**src/rtl/jstk_pkg.sv**
```systemverilog
// Shared definitions for the JSTK2 poller.
// FSM encoding, frame length and JSTK2 command codes.
package jstk_pkg;

    typedef enum logic [2:0] {
        S_IDLE,
        S_SETUP,
        S_SEND,
        S_WAIT,
        S_GAP,
        S_HOLD
    } state_t;

    localparam int         FRAME_LEN   = 5;
    localparam logic [7:0] CMD_SET_LED = 8'h84;
    localparam logic [7:0] CMD_POLL    = 8'h00;

    // Byte idx of a set-LED frame: cmd, R, G, B, pad.
    function automatic logic [7:0] led_byte(
        input logic [2:0]  idx,
        input logic [23:0] rgb
    );
        logic [7:0] b;
        b = CMD_POLL;
        unique case (idx)
            3'd0:    b = CMD_SET_LED;
            3'd1:    b = rgb[23:16];
            3'd2:    b = rgb[15:8];
            3'd3:    b = rgb[7:0];
            default: b = CMD_POLL;
        endcase
        return b;
    endfunction

endpackage

```
**src/rtl/jstk_poller_spi_master.sv**
```systemverilog
// Byte-wide SPI master, one byte per TX DV pulse.
// MOSI shifts on the trailing edge, MISO samples on the leading edge.
module SPI_Master #(
    parameter int SPI_MODE          = 0,
    parameter int CLKS_PER_HALF_BIT = 2
) (
    input  logic       i_Rst_L,
    input  logic       i_Clk,
    input  logic [7:0] i_TX_Byte,
    input  logic       i_TX_DV,
    output logic       o_TX_Ready,
    output logic       o_RX_DV,
    output logic [7:0] o_RX_Byte,
    output logic       o_SPI_Clk,
    input  logic       i_SPI_MISO,
    output logic       o_SPI_MOSI
);

    localparam logic CPOL = (SPI_MODE >= 2);
    localparam int   HW   = (CLKS_PER_HALF_BIT > 1) ?
                            $clog2(CLKS_PER_HALF_BIT) : 1;

    logic          busy;
    logic          sck;
    logic [HW-1:0] half_cnt;
    logic [4:0]    edges;
    logic [7:0]    tx_sr;
    logic [7:0]    rx_sr;

    assign o_TX_Ready = ~busy;
    assign o_RX_Byte  = rx_sr;
    assign o_SPI_MOSI = tx_sr[7];
    assign o_SPI_Clk  = sck ^ CPOL;

    // Generate 16 SCK edges per byte, shifting data on each.
    always_ff @(posedge i_Clk) begin
        o_RX_DV <= 1'b0;
        if (!i_Rst_L) begin
            busy     <= 1'b0;
            sck      <= 1'b0;
            half_cnt <= '0;
            edges    <= '0;
            tx_sr    <= '0;
            rx_sr    <= '0;
        end else if (!busy) begin
            if (i_TX_DV) begin
                busy     <= 1'b1;
                half_cnt <= '0;
                edges    <= 5'd16;
                tx_sr    <= i_TX_Byte;
            end
        end else if (half_cnt == HW'(CLKS_PER_HALF_BIT - 1)) begin
            half_cnt <= '0;
            sck      <= ~sck;
            edges    <= edges - 5'd1;
            if (!sck) begin
                rx_sr <= {rx_sr[6:0], i_SPI_MISO};
            end else begin
                tx_sr <= {tx_sr[6:0], 1'b0};
                if (edges == 5'd1) begin
                    busy    <= 1'b0;
                    o_RX_DV <= 1'b1;
                end
            end
        end else begin
            half_cnt <= half_cnt + HW'(1);
        end
    end

endmodule

```
**src/rtl/jstk_poller.sv**
```systemverilog
// Round-robin poller for JSTK2 joysticks on a shared SPI bus.
// JSTK_LED_CMD_EN: send set-LED frames carrying i_led_rgb.
import jstk_pkg::*;

module jstk_poller #(
    parameter int NUM_DEV            = 2,
    parameter int CLKS_PER_HALF_BIT  = 12,
    parameter int SAMPLE_PERIOD_CLKS = 1048576,
    parameter int CS_SETUP_CLKS      = 500,
    parameter int INTERBYTE_CLKS     = 300,
    parameter int CS_HOLD_CLKS       = 800
) (
    input  logic                  CLK,
    input  logic                  RST,
    input  logic                  i_enable,
    input  logic [NUM_DEV*24-1:0] i_led_rgb,
    output logic [NUM_DEV-1:0]    CS_n,
    output logic                  MOSI,
    output logic                  SCK,
    input  logic                  MISO,
    output logic [NUM_DEV*10-1:0] x_pos,
    output logic [NUM_DEV*10-1:0] y_pos,
    output logic [NUM_DEV*8-1:0]  buttons,
    output logic                  o_frame_dv,
    output logic [2:0]            o_frame_dev,
    output logic                  o_busy
);

    localparam int SW = (SAMPLE_PERIOD_CLKS > 1) ?
                        $clog2(SAMPLE_PERIOD_CLKS) : 1;

    state_t      state;
    logic [SW-1:0] smp_cnt;
    logic        tick;
    logic [2:0]  cur_dev;
    logic [2:0]  idx;
    logic [31:0] dly;
    logic [7:0]  shadow [4];
    logic        tx_dv;
    logic [7:0]  tx_byte;
    logic        tx_ready;
    logic        rx_dv;
    logic [7:0]  rx_byte;

`ifdef JSTK_LED_CMD_EN
    logic [23:0] rgb;
`else
    wire unused_led = ^i_led_rgb;
`endif

    assign tick   = (smp_cnt == SW'(SAMPLE_PERIOD_CLKS - 1));
    assign o_busy = (state != S_IDLE);

    // Free-running timebase; terminal count is the frame tick.
    always_ff @(posedge CLK) begin
        if (RST || tick)
            smp_cnt <= '0;
        else
            smp_cnt <= smp_cnt + SW'(1);
    end

    // Frame sequencer; a frame's fields land together at CS_n rise.
    always_ff @(posedge CLK) begin
        tx_dv      <= 1'b0;
        o_frame_dv <= 1'b0;
        if (RST) begin
            state       <= S_IDLE;
            cur_dev     <= '0;
            idx         <= '0;
            dly         <= '0;
            CS_n        <= '1;
            x_pos       <= '0;
            y_pos       <= '0;
            buttons     <= '0;
            o_frame_dev <= '0;
            tx_byte     <= '0;
            for (int i = 0; i < 4; i++)
                shadow[i] <= '0;
`ifdef JSTK_LED_CMD_EN
            rgb         <= '0;
`endif
        end else begin
            unique case (state)
                S_IDLE: if (tick && i_enable) begin
                    CS_n  <= ~(NUM_DEV'(1) << cur_dev);
`ifdef JSTK_LED_CMD_EN
                    rgb   <= i_led_rgb[24*cur_dev +: 24];
`endif
                    idx   <= '0;
                    dly   <= 32'(CS_SETUP_CLKS);
                    state <= S_SETUP;
                end
                S_SETUP, S_GAP: begin
                    if (dly == 32'd0)
                        state <= S_SEND;
                    else
                        dly <= dly - 32'd1;
                end
                S_SEND: if (tx_ready) begin
                    tx_dv <= 1'b1;
`ifdef JSTK_LED_CMD_EN
                    tx_byte <= led_byte(idx, rgb);
`else
                    tx_byte <= CMD_POLL;
`endif
                    state <= S_WAIT;
                end
                S_WAIT: if (rx_dv) begin
                    if (idx == 3'(FRAME_LEN - 1)) begin
                        CS_n <= '1;
                        x_pos[10*cur_dev +: 10] <=
                            {shadow[1][1:0], shadow[0]};
                        y_pos[10*cur_dev +: 10] <=
                            {shadow[3][1:0], shadow[2]};
                        buttons[8*cur_dev +: 8] <= rx_byte;
                        o_frame_dv  <= 1'b1;
                        o_frame_dev <= cur_dev;
                        dly         <= 32'(CS_HOLD_CLKS);
                        state       <= S_HOLD;
                    end else begin
                        shadow[idx[1:0]] <= rx_byte;
                        idx   <= idx + 3'd1;
                        dly   <= 32'(INTERBYTE_CLKS);
                        state <= S_GAP;
                    end
                end
                S_HOLD: begin
                    if (dly == 32'd0) begin
                        cur_dev <= (cur_dev == 3'(NUM_DEV - 1)) ?
                                   3'd0 : cur_dev + 3'd1;
                        state   <= S_IDLE;
                    end else begin
                        dly <= dly - 32'd1;
                    end
                end
                default: state <= S_IDLE;
            endcase
        end
    end

    SPI_Master #(
        .SPI_MODE          (0),
        .CLKS_PER_HALF_BIT (CLKS_PER_HALF_BIT)
    ) u_spi (
        .i_Rst_L    (~RST),
        .i_Clk      (CLK),
        .i_TX_Byte  (tx_byte),
        .i_TX_DV    (tx_dv),
        .o_TX_Ready (tx_ready),
        .o_RX_DV    (rx_dv),
        .o_RX_Byte  (rx_byte),
        .o_SPI_Clk  (SCK),
        .i_SPI_MISO (MISO),
        .o_SPI_MOSI (MOSI)
    );

endmodule
```
**config.mk**
```make
export PLATFORM = sky130hd
export DESIGN_NAME = jstk_poller
export DESIGN_NICKNAME = d
export VERILOG_FILES = /design/src/rtl/jstk_pkg.sv /design/src/rtl/jstk_poller_spi_master.sv /design/src/rtl/jstk_poller.sv
export SDC_FILE = /design/constraint.sdc
export NUM_CORES = 1
export LEC_CHECK = 0
export ABC_AREA = 1
export CORE_MARGIN = 5
export CORE_UTILIZATION = 55
export DETAILED_ROUTE_END_ITERATION = 10
export PLACE_DENSITY = 0.79
export SLEW_MARGIN = 30
export SYNTH_ARGS = -nofsm -noshare
export SYNTH_HDL_FRONTEND = slang
export SYNTH_SLANG_ARGS = --single-unit
```
**constraint.sdc**
```tcl
create_clock -name CLK -period 4.2 [get_ports CLK]
set_input_delay 1.05 -clock CLK [delete_from_list [all_inputs] [get_ports CLK]]
set_output_delay 1.05 -clock CLK [all_outputs]
set_load 0.01 [all_outputs]
```
Yosys cells after proc, flatten, opt, wreduce, memory -nomap -nowiden
Memories as Yosys holds them, arrays and structs flattened.
Cells that the tools add are included.
- flip-flop bits (word level): 152
- bits in latches: 0
- RAM bits: 32
- ROM bits: 0
- bits of input ports: 52
- output and inout port bits: 65
- word-level logic and storage cells: 138
- memories kept: 1
- add/subtract/negate cells: 8
- multiply operators: 1
- div/mod/pow operators: 0
- magnitude comparators: 0
- equality and inequality tests: 20
- shift-type cells: 6
- multiplexer cells: 52
- bitwise logic cells: 7
- reduce and logical (&&, ||, !) cells: 24
- memory list (memory ; depth ; bits a word ; rd ports ; clocked after memory_dff ; wr ports ; RTL line ; RTL):
    shadow ; 4 ; 8 ; 4 ; 0 ; 4 ; jstk_poller.sv:38 ; logic [7:0] shadow [4];
- operator list (kind ; count):
    $mux W32 ; 3
    $pmux W32 S3 ; 1
    $shiftx A10 B34 Y20 ; 2
    $bwmux W20 ; 2
    $mux W8 ; 5
    $neg A6 Y34 ; 1
    $neg A7 Y34 ; 1
    $shift A10 B34 Y20 const A ; 1
    $shift A8 B34 Y16 const A ; 1
    $shiftx A8 B34 Y16 ; 1
    $logic_not A32 Y1 ; 1
    $sub A32 B1 Y32 const B ; 1
    $mux W3 ; 9
    $add A20 B1 Y20 const B ; 1
    $eq A20 B20 Y1 const B ; 1
    $ne A2 B2 Y1 const B ; 9
    $mux W1 ; 17
    $bwmux W16 ; 1
    $mux W5 ; 3
    $pmux W3 S5 ; 1
    $mux W4 ; 3
    $reduce_and A4 Y1 ; 3
    $mux W10 ; 1
    $eq A3 B3 Y1 const B ; 3
    other kinds (27) ; 46

Depth between registers and ports, before layout
- word-level depth: 8
- mapped depth: 19
- mapped depth without buffers: 16

Hierarchy
Synthesis repeated with hierarchy kept, for this count alone.
- cell total of the unflattened synthesis: 1496
- area, all modules: 9893.2 um2
- by module, submodules not included (module ; instances ; cells an instance ; area each (um2) ; sequential area each (um2)):
    jstk_poller ; 1 ; 1312 ; 8555.7 ; 3083.0
    SPI_Master ; 1 ; 184 ; 1337.5 ; 560.5

Worst setup path after synthesis
Ideal clock, no wire load.
- path kind: flip-flop to flip-flop
- start: register cur_dev[0]
- end: register x_pos[15]
- library setup time: 0.113 ns
- arrival time: 2.990 ns
- required time: 4.087 ns
- setup slack: 1.097 ns
- stages on the path, launching flop included: 19
- clock period less this slack: 3.103 ns
- cells stage by stage: dfxtp_1 > inv_2 > buf_2 > buf_2 > ha_1 > inv_2 > nand4_1 > or2_2 > ha_1 > buf_4 > nand2_1 > clkbuf_1 > o22ai_1 > a21oi_1 > nand2_1 > o211ai_1 > nand2_1 > nand2_1 > nor2_1
- cells in the longest elaborated chain, start to end: 4
- elaborated cells between the ends (all ways): 5
- ends and longest elaborated chain (what ; RTL line ; RTL):
    start, declared ; jstk_poller.sv:35 ; logic [2:0] cur_dev;
    start signal, assigned ; jstk_poller.sv:129 ; cur_dev <= (cur_dev == 3'(NUM_DEV - 1)) ?
    $mul A3 B3 Y6 * ; jstk_poller.sv:111 ; x_pos[10*cur_dev +: 10] <=
    $neg A7 Y34 * ; jstk_poller.sv:111 ;
    $shiftx A10 B34 Y20 / $shift A10 B34 Y20 (equally long branches) ; jstk_poller.sv:111 ;
    $bwmux W20 * ; jstk_poller.sv:111 ;
    end signal, assigned by index ; jstk_poller.sv:111 ;
    end, declared ; jstk_poller.sv:21 ; output logic [NUM_DEV*10-1:0] x_pos,
Mark *: on every way between the ends. The rest lies on a longest branch, timed or not.
A chain may end at the register's enable or synchronous reset.

Final worst setup path
- start: register cur_dev[2]
- end: register y_pos[17]
- cells in the longest elaborated chain, start to end: 4
- elaborated cells between the ends (all ways): 5
- ends and longest elaborated chain (what ; RTL line ; RTL):
    $mul A3 B3 Y6 * ; jstk_poller.sv:113 ; y_pos[10*cur_dev +: 10] <=
    $neg A7 Y34 * ; jstk_poller.sv:113 ;
    $shiftx A10 B34 Y20 / $shift A10 B34 Y20 (equally long branches) ; jstk_poller.sv:113 ;
    $bwmux W20 * ; jstk_poller.sv:113 ;
    end signal, assigned by index ; jstk_poller.sv:113 ;
    end, declared ; jstk_poller.sv:22 ; output logic [NUM_DEV*10-1:0] y_pos,
Marks and branches as above.

==> impl_metrics.toml <==
[outcome]
status = "finished clean"

[finish]
area_growth_pct = 14.3
fin_util = 0.643
layout-drive-gt1-share = 0.0584
antenna_cells = 0
design_area_mm2 = 0.0107
finalNonFillerCells = 1710
nets = 1547

[detailed_routing]
first_pass_iters = 6
ant_nets = 0
vias = 9220
avgRoutedWirePerCell_um = 14.3
wl_um = 24500
first_iter_violations = 628
drc_errors = 0
routed_via_density = 5.39

[sta]
rsz0062_at_grt = "false"
relSlewSlack = 0.430
final-setup-viol-count = 0
drv_slew = 0
period_minus_slack_ps = 3490
fmax_mhz = 287
setup_ws_ps = 711
skew_ps = 10.7
hold_viol = 0
fin_setup_tns_ps = 0
whs_ps = 479
worstMarginPinSlew_ps = 851
min_period_over_period = 0.831

[clock_tree]
clk_latency_ps = 430
clock_path_buffers = 2
cts_tree = "built"
path_clk_slew_ps = 60
cts_sinks = 164
cts_root_buf = "clkbuf_16"
cts_max_level = 4
cts_resized = 0
ctsHoldBuffers = 0
cts_buffers = 17
post_cts_buffers = 0

[setup_path]
path_class = "reg -> reg"
r2r-end = "y_pos[17]"
cp-start-kind = "register"
arrival_ps = 3850
crit_required_ps = 4560
startpoint = "cur_dev[2]"
rr_worst_depth = 14
r2r_start = "cur_dev[2]"
r2r_setup_slack_ps = 710
worstSetupEndpointType = "register"
cp_max_fo = 13

[placement]
post-place-ws_ps = 816
placed_area_mm2 = 0.0101
gp_congestion = 0.974
place_inst = 1678
place.port_buffers = 67
dp_hpwl_um = 18100

[floorplanning]
floorplan.initialDensity = 0.562
rows = 47
die_h_um = 140
num_io_pins = 117
core_mm2 = 0.0166
die_w_um = 140
dieArea_mm2 = 0.0197

[run]
maxCapViolCount = 0

[yosys]
ys_types = 45
synth_flop_cell = "dfxtp_1"
ys_seq_area_frac = 0.372
yosys_warnings = 0
syn_nets = 1503
synthCells = 1433
async_flop_share = 0
synth.ff_latch_count = 164
synth-edff-count = 20
synth.avg_cell_area_um2 = 6.53
syn_area_mm2 = 0.00935

[hold_path]
hp-class = "reg -> reg"
holdPathEnd = "x_pos[12]"
hp-start = "x_pos[12]"
hold_depth = 2

[global_routing]
overflow = 0
antenna_found_initial = 0
grt_max_degree = 55
grt_pass1_wl_um = 40600
grt.total_usage = 0.249
grt_pass1_vias = 8486

[power]
powerDensity_mw_per_mm2 = 451
p_leak_nw = 4.53
vdd_drop_max_v = 0.000334
power_mw = 4.82
[placed cells by master, fill, tap and decap left out, types with 6 or more instances in the layout]
cell type	netlist	routed
nand2_1	401	401
nor2_1	273	273
dfxtp_1	144	144
inv_1	112	111
a21oi_1	97	97
o21ai_0	90	90
nand3_1	69	69
clkdlybuf4s50_1	0	66
xor2_1	21	21
o22ai_1	20	20
edfxtp_1	20	20
ha_1	18	18
clkbuf_16	0	18
nand4_1	17	17
buf_4	4	11
or2_2	10	10
inv_2	8	9
nor3_1	8	8
nor2_2	7	7
o211ai_1	7	7
xnor2_1	6	6
a211oi_1	6	6
[Yosys cell counts (2+ instances only)]
cell type	instances	share of area
nor3_1	8	0.0043
nor3_2	3	0.0032
nand3b_1	2	0.0016
o21ai_1	2	0.0011
o21ai_0	90	0.048
inv_2	8	0.0032
nor2_2	7	0.0047
nor3b_1	4	0.0032
buf_1	6	0.0024
edfxtp_1	20	0.064
a31oi_1	2	0.0013
nand4_1	17	0.011
dfxtp_1	144	0.31
nor2_4	5	0.0060
nand2_2	5	0.0033
xor2_1	21	0.020
o21bai_1	5	0.0040
clkbuf_1	24	0.0096
nor2_1	273	0.11
xnor2_1	6	0.0056
a211oi_1	6	0.0048
ha_1	18	0.024
and2_1	3	0.0020
nand3_1	69	0.037
nand2_1	401	0.16
buf_2	11	0.0059
or2_2	10	0.0067
o211ai_1	7	0.0056
o31ai_1	2	0.0016
inv_1	112	0.045
buf_6	8	0.0096
nand3_2	2	0.0021
o22ai_1	20	0.013
a21oi_1	97	0.052
nand3_4	2	0.0037
buf_4	4	0.0032
[worst max-delay path, cell delays in order (launching register included)]
cell and delay (ps):
dfxtp_1 490, ha_1 210, ha_1 170, inv_1 50
ha_1 310, or2_2 310, ha_1 440, nand2_1 310
o22ai_1 480, nand2_1 90, nand2_1 150, o21ai_0 110
o21ai_0 160, nand2_1 70, nor2_1 70
[flip-flops by register name (all words and copies together) (netlist names), 5 cells and up]
signal,count
y_pos,20
u_spi.o_RX_Byte,8
x_pos,20
buttons,16
smp_cnt,20
dly,32
u_spi.edges,5
shadow,20
[layer usage]
metal	track usage	up-vias	routed length, µm
met3	0.0368	58	1240
met2	0.421	289	11700
met5	0	-	0
met1	0.314	4166	10600
met4	0.110	0	983
li1	-	4707	-
[kinds of logic (layout without fill, tap and decap cells)]
kind of cell	Yosys count	in the layout	synth area share
AND/OR/NAND/NOR	816	816	0.365
AO/OA/AOI/OAI	232	232	0.133
buffers and inverters	175	232	0.0800
flip-flops	164	164	0.372
XOR/XNOR	27	27	0.0253
adder cells (fa/ha/maj)	18	18	0.0241
other	1	1	0.000401
[final cells by class]
class                      count  area, µm²
inverter                     122        460
clock inverter                11        143
timing repair buffer          78        748
clock buffer                  21        462
tap                          220        275
fill                        1565       5950
multi-input combinational   1094       5120
sequential                   164       3480
[power breakdown]
group	internal, mW	switching (mW)	total [mW]
sequential	1.67	0.0859	1.75
combinational	0.499	0.973	1.47
clock	0.929	0.666	1.60
total	3.10	1.73	4.82
[how the worst max path moves through the flow]
stage / slack, ps / end
after floorplan: 1100 / x_pos[15]
after global placement: 850 / x_pos[9]
after detailed placement: 820 / x_pos[8]
after CTS: 780 / y_pos[9]
after global routing: 490 / x_pos[8]
final: 710 / y_pos[17]
Power figures use the tool's default switching activity.
